### config.mk
export PLATFORM = sky130hd
export DESIGN_NAME = echo_responder_flat
export DESIGN_NICKNAME = d
export VERILOG_FILES = /design/src/rtl/echo_responder_if.sv /design/src/rtl/echo_responder.sv /design/src/flat_wrapper.sv
export SDC_FILE = /design/constraint.sdc
export NUM_CORES = 1
export LEC_CHECK = 0
export CAP_MARGIN = 20
export CELL_PAD_IN_SITES_DETAIL_PLACEMENT = 0
export CELL_PAD_IN_SITES_GLOBAL_PLACEMENT = 1
export CORE_MARGIN = 4
export CORE_UTILIZATION = 31
export DETAILED_ROUTE_END_ITERATION = 6
export PLACE_DENSITY_LB_ADDON = 0.12
export SLEW_MARGIN = 5
export SYNTH_ARGS = -nofsm -noshare
export SYNTH_HDL_FRONTEND = slang
export SYNTH_SLANG_ARGS = --single-unit
### constraint.sdc
create_clock -name CLK -period 2.45 [get_ports CLK]
set_input_delay 0.49 -clock CLK [delete_from_list [all_inputs] [get_ports CLK]]
set_output_delay 0.49 -clock CLK [all_outputs]
set_load 0.01 [all_outputs]
### src/rtl/echo_responder_if.sv
// Handshake bundle between the echo responder, its upstream request FIFO and the indication sink.
// The slave side is the responder; the master side is the FIFO/sink environment.
interface echo_responder_if #(
  parameter int SEQ_W = 8
);
  logic              in_first__RDY;
  logic [31:0]       in_first;
  logic              in_deq__RDY;
  logic              in_deq__ENA;
  logic              ind_heard__RDY;
  logic              ind_heard__ENA;
  logic [31:0]       ind_heard_v;
  logic [SEQ_W-1:0]  ind_heard_seq;

  modport master (
    output in_first__RDY, in_first, in_deq__RDY, ind_heard__RDY,
    input  in_deq__ENA, ind_heard__ENA, ind_heard_v, ind_heard_seq
  );

  modport slave (
    input  in_first__RDY, in_first, in_deq__RDY, ind_heard__RDY,
    output in_deq__ENA, ind_heard__ENA, ind_heard_v, ind_heard_seq
  );
endinterface

### src/rtl/echo_responder.sv
// Pops request words from the upstream FIFO, holds each for cfg_delay cycles and echoes it
// to the indication port with a rolling sequence tag and a saturating message count.
module echo_responder #(
  parameter int SEQ_W   = 8,
  parameter int DELAY_W = 4,
  parameter int CNT_W   = 16
) (
  input  logic               CLK,
  input  logic               RST,
  echo_responder_if.slave    bus,
  input  logic [DELAY_W-1:0] cfg_delay,
  output logic [CNT_W-1:0]   count,
  output logic               busy
);

  typedef enum logic [1:0] {
    IDLE,
    HOLD,
    SEND
  } state_e;

  state_e             state_q;
  logic [31:0]        data_q;
  logic [SEQ_W-1:0]   seq_q;
  logic [SEQ_W-1:0]   seq_d;
  logic [CNT_W-1:0]   cnt_q;
  logic [CNT_W-1:0]   cnt_d;
  logic [DELAY_W-1:0] dly_q;
  logic [DELAY_W-1:0] dly_d;
  logic               take;
  logic               fire;

  // A new word may be popped in the same cycle the held word fires, which gives full throughput.
  always_comb begin
    fire  = (state_q == SEND) && bus.ind_heard__RDY && !RST;
    take  = bus.in_first__RDY && bus.in_deq__RDY && ((state_q == IDLE) || fire) && !RST;
    seq_d = seq_q + SEQ_W'(1);
    cnt_d = (cnt_q == '1) ? cnt_q : cnt_q + CNT_W'(1);
    dly_d = dly_q - DELAY_W'(1);
  end

  always_ff @(posedge CLK) begin
    if (RST) begin
      state_q <= IDLE;
      data_q  <= '0;
      seq_q   <= '0;
      cnt_q   <= '0;
      dly_q   <= '0;
    end else begin
      if (fire) begin
        seq_q <= seq_d;
        cnt_q <= cnt_d;
      end
      if (take) begin
        data_q  <= bus.in_first;
        dly_q   <= cfg_delay;
        state_q <= (cfg_delay == '0) ? SEND : HOLD;
      end else begin
        case (state_q)
          // HOLD is entered only with a nonzero delay, so the count reaches 1 before it could wrap.
          HOLD: begin
            dly_q <= dly_d;
            if (dly_q == DELAY_W'(1)) begin
              state_q <= SEND;
            end
          end
          SEND: begin
            if (fire) begin
              state_q <= IDLE;
            end
          end
          default: begin
          end
        endcase
      end
    end
  end

  assign bus.in_deq__ENA    = take;
  assign bus.ind_heard__ENA = fire;
  assign bus.ind_heard_v    = data_q;
  assign bus.ind_heard_seq  = seq_q;
  assign count              = cnt_q;
  assign busy               = (state_q != IDLE);

endmodule

### src/flat_wrapper.sv
// flat-port wrapper written by rule: the top's interface ports become plain ports
module echo_responder_flat 
#(
  parameter int SEQ_W   = 8,
  parameter int DELAY_W = 4,
  parameter int CNT_W   = 16
)
  (CLK, RST, cfg_delay, count, busy, bus_in_first__RDY, bus_in_first, bus_in_deq__RDY, bus_ind_heard__RDY, bus_in_deq__ENA, bus_ind_heard__ENA, bus_ind_heard_v, bus_ind_heard_seq);
  echo_responder_if #(.SEQ_W(SEQ_W)) bus_i ();
  input  logic CLK;
  input  logic RST;
  input  logic [DELAY_W-1:0] cfg_delay;
  output logic [CNT_W-1:0] count;
  output logic busy;
  input wire logic [$bits(bus_i.in_first__RDY)-1:0] bus_in_first__RDY;
  input wire logic [$bits(bus_i.in_first)-1:0] bus_in_first;
  input wire logic [$bits(bus_i.in_deq__RDY)-1:0] bus_in_deq__RDY;
  input wire logic [$bits(bus_i.ind_heard__RDY)-1:0] bus_ind_heard__RDY;
  output wire logic [$bits(bus_i.in_deq__ENA)-1:0] bus_in_deq__ENA;
  output wire logic [$bits(bus_i.ind_heard__ENA)-1:0] bus_ind_heard__ENA;
  output wire logic [$bits(bus_i.ind_heard_v)-1:0] bus_ind_heard_v;
  output wire logic [$bits(bus_i.ind_heard_seq)-1:0] bus_ind_heard_seq;
  assign bus_i.in_first__RDY = bus_in_first__RDY;
  assign bus_i.in_first = bus_in_first;
  assign bus_i.in_deq__RDY = bus_in_deq__RDY;
  assign bus_i.ind_heard__RDY = bus_ind_heard__RDY;
  assign bus_in_deq__ENA = bus_i.in_deq__ENA;
  assign bus_ind_heard__ENA = bus_i.ind_heard__ENA;
  assign bus_ind_heard_v = bus_i.ind_heard_v;
  assign bus_ind_heard_seq = bus_i.ind_heard_seq;
  echo_responder #(.SEQ_W(SEQ_W), .DELAY_W(DELAY_W), .CNT_W(CNT_W)) u_core (.CLK(CLK), .RST(RST), .bus(bus_i), .cfg_delay(cfg_delay), .count(count), .busy(busy));
endmodule
==> impl_metrics.py <==
metrics = {
    "synthesis": {
        "synthArstFlopShare_pct": 0,
        "yosysTopAreaCellShare_pct": 46.2,
        "synth-edff-count": 0,
        "postSynthCellCount": 330,
        "syn-num-nets": 378,
        "synth_ff_type": "dfxtp_1",
        "syn-mean-instance-area_um2": 8.14,
        "ys_top_cells_by_area": "dfxtp_1 46%, nand2_1 12%, a21oi_1 9.1%",
        "ys_warn_count": 0,
        "netlist_area_um2": 2690,
        "ys_types": 44,
        "ys_ff_latch": 62,
        "ys_seq_area_share_pct": 46.2,
        "yosys.area.top_type": "dfxtp_1",
    },
    "routing": {
        "drtPass1Iterations": 4,
        "drc": 0,
        "drtIter0Drc": 54,
        "postRouteWirelength_um": 7500,
        "via_per_inst": 4.88,
        "num_vias": 2630,
        "routedWlPerCell_um": 13.9,
        "drtAntennaViolNets": 0,
    },
    "clock_tree": {
        "cts_hold_buf": 0,
        "cts_sinks": 62,
        "clk_latency_ps": 330,
        "numCtsBuffers": 9,
        "cts_tree": "yes",
        "clock_path_buffers": 2,
        "clk_pin_slew_worst_paths_ps": 60,
        "cts-root-buf": "clkbuf_8",
        "h-tree-depth": 3,
    },
    "sta": {
        "holdWs_ps": 453,
        "maxSlewHeadroom_pct": 56.3,
        "max_freq_mhz": 434,
        "grt_setup_unrepaired": "no",
        "final_hold_viol_count": 0,
        "period_needed_ps": 2300,
        "finalClockSkew_ps": 7.44,
        "setup_violations": 0,
        "tns_ps": 0,
        "worst_pin_slew_ps": 655,
        "drv_slew": 0,
        "period_share_pct": 94.1,
    },
    "placement": {
        "dp_hpwl_um": 5190,
        "gp_congestion": 0.820,
        "dp.cells": 524,
        "portBuffers": 99,
    },
    "finish": {
        "nets": 478,
        "final_core_util_pct": 48.1,
        "drive_gt1_share_pct": 6.91,
        "diodes": 0,
        "fin_cells": 539,
        "area_growth_pct": 49.3,
    },
    "global_route": {
        "grt_pass1_wl_um": 12300,
        "grt_pass1_vias": 2589,
        "gr-usage-all-layers_pct": 15.1,
        "antenna_found_initial": 0,
        "grt_max_degree": 60,
        "grt_overflow": 0,
    },
    "worst_hold_path": {
        "hold_class": "flop to flop",
        "hold_path_startpoint": "u_core.bus.ind_heard_v[15]",
    },
    "power_and_ir_drop": {
        "ir_drop_v": 0.000289,
        "p_leak_nw": 1.39,
        "power_w": 0.00245,
        "p_per_area_nw_per_um2": 610,
    },
    "worst_setup_path": {
        "crit_type": "input port to primary output",
        "crit_path_start": "bus_ind_heard__RDY",
        "crit_path_end_kind": "primary output",
        "worst-endpoint-required_ps": 1960,
        "worstPathArrival_ps": 1810,
        "path_max_fanout": 4,
        "startpoint_type": "input port",
        "r2r_start": "u_core.state_q[0]",
    },
    "floorplan": {
        "start_util_pct": 32.2,
        "ios": 100,
        "rows": 33,
        "die-area_um2": 10200,
        "dieWidth_um": 101,
        "core_region_area_um2": 8340,
        "die_h_um": 101,
    },
    "job": {
        "cap_violations": 0,
    },
    "run_status": {
        "status": "completed",
    },
}
critical path, cell delays in order:
cell	delay [ps]
clkdlybuf4s50_1	520
a21oi_1	70
or3_1	380
inv_2	80
dlygate4sd2_1	270
cell families after synthesis:
| group | share of synthesized area (%) |
|---|---|
| AOI/OAI and AO/OA | 16.8 |
| xor gates and xnor gates | 2.93 |
| adders and majority gates | 3.26 |
| buffers and inverters | 4.24 |
| DFF | 46.2 |
| muxes | 0.372 |
| and+or+nand+nor | 26.3 |
synthesized netlist by cell type (6+ instances only):
cell,instances
a211oi_1,6
buf_2,6
ha_1,7
nand2_1,83
o21ai_0,8
inv_1,8
nor3_1,6
nor2_1,12
nand3_1,8
dfxtp_1,62
nand4_1,6
a21oi_1,49
clkbuf_1,12
final timing paths:
| kind | to | cells after the start | slack (ps) |
|---|---|---|---|
| setup / recovery | bus_in_deq__ENA | 5 | 150 |
| hold / removal | u_core.bus.ind_heard_v[15] | 2 | 450 |
| setup reg to reg | u_core.count[9] | 9 | 460 |
| hold reg to reg | u_core.bus.ind_heard_v[15] | 2 | 450 |
placed cells by master (no fill, tap or decap), drive strengths merged, types with 8 or more instances in the layout:
cell / n
nor2: 12
clkdlybuf4s50: 97
inv: 9
o21ai: 8
clkbuf: 12
nand3: 9
nand2: 83
dfxtp: 62
buf: 10
a21oi: 49
power breakdown:
part	internal, W	switching, W	leakage, nW
clock	0.000624	0.000385	0.109
combinational	0.000189	0.000167	0.781
sequential	0.00105	0.0000298	0.502
layout make-up:
type	count	area [um^2]
Multi-Input combinational cell	240	1330
Timing Repair Buffer	108	1050
Clock inverter	3	67.6
Tap cell	105	131
Sequential cell	62	1240
Fill cell	843	4330
Inverter	9	33.8
Clock buffer	12	155
flip-flops by register name, summed over array words and instances, names as in the netlist:
| signal | flops |
|---|---|
| u_core.state_q | 2 |
| u_core.bus.ind_heard_v | 32 |
| u_core.dly_q | 4 |
| u_core.count | 16 |
| u_core.bus.ind_heard_seq | 8 |
per-layer routing:
layer	share of wire [%]	routed length [um]	up-vias	global-route usage, %
met2	48	3630	59	24.7
met1	42	3170	1213	17.4
met3	8.6	645	5	7.96
met4	0.71	53	0	3.99
met5	0	0	-	0
li1	-	-	1353	-
per-stage QoR:
step,area [um^2],worst slack (ps)
after floorplan,2690,507
after global placement,3790,-127
after detailed placement,3790,-126
after CTS,4010,123
after global routing,4010,43.0
final,4010,145
timing repair:
item | 4_1_cts | 5_1_grt
resized for setup | 1 | 0
setup endpoints to repair | 1 | 0
setup buffers | 0 | 0
hold endpoints to repair | 0 | 0
Power figures use the tool's default switching activity.
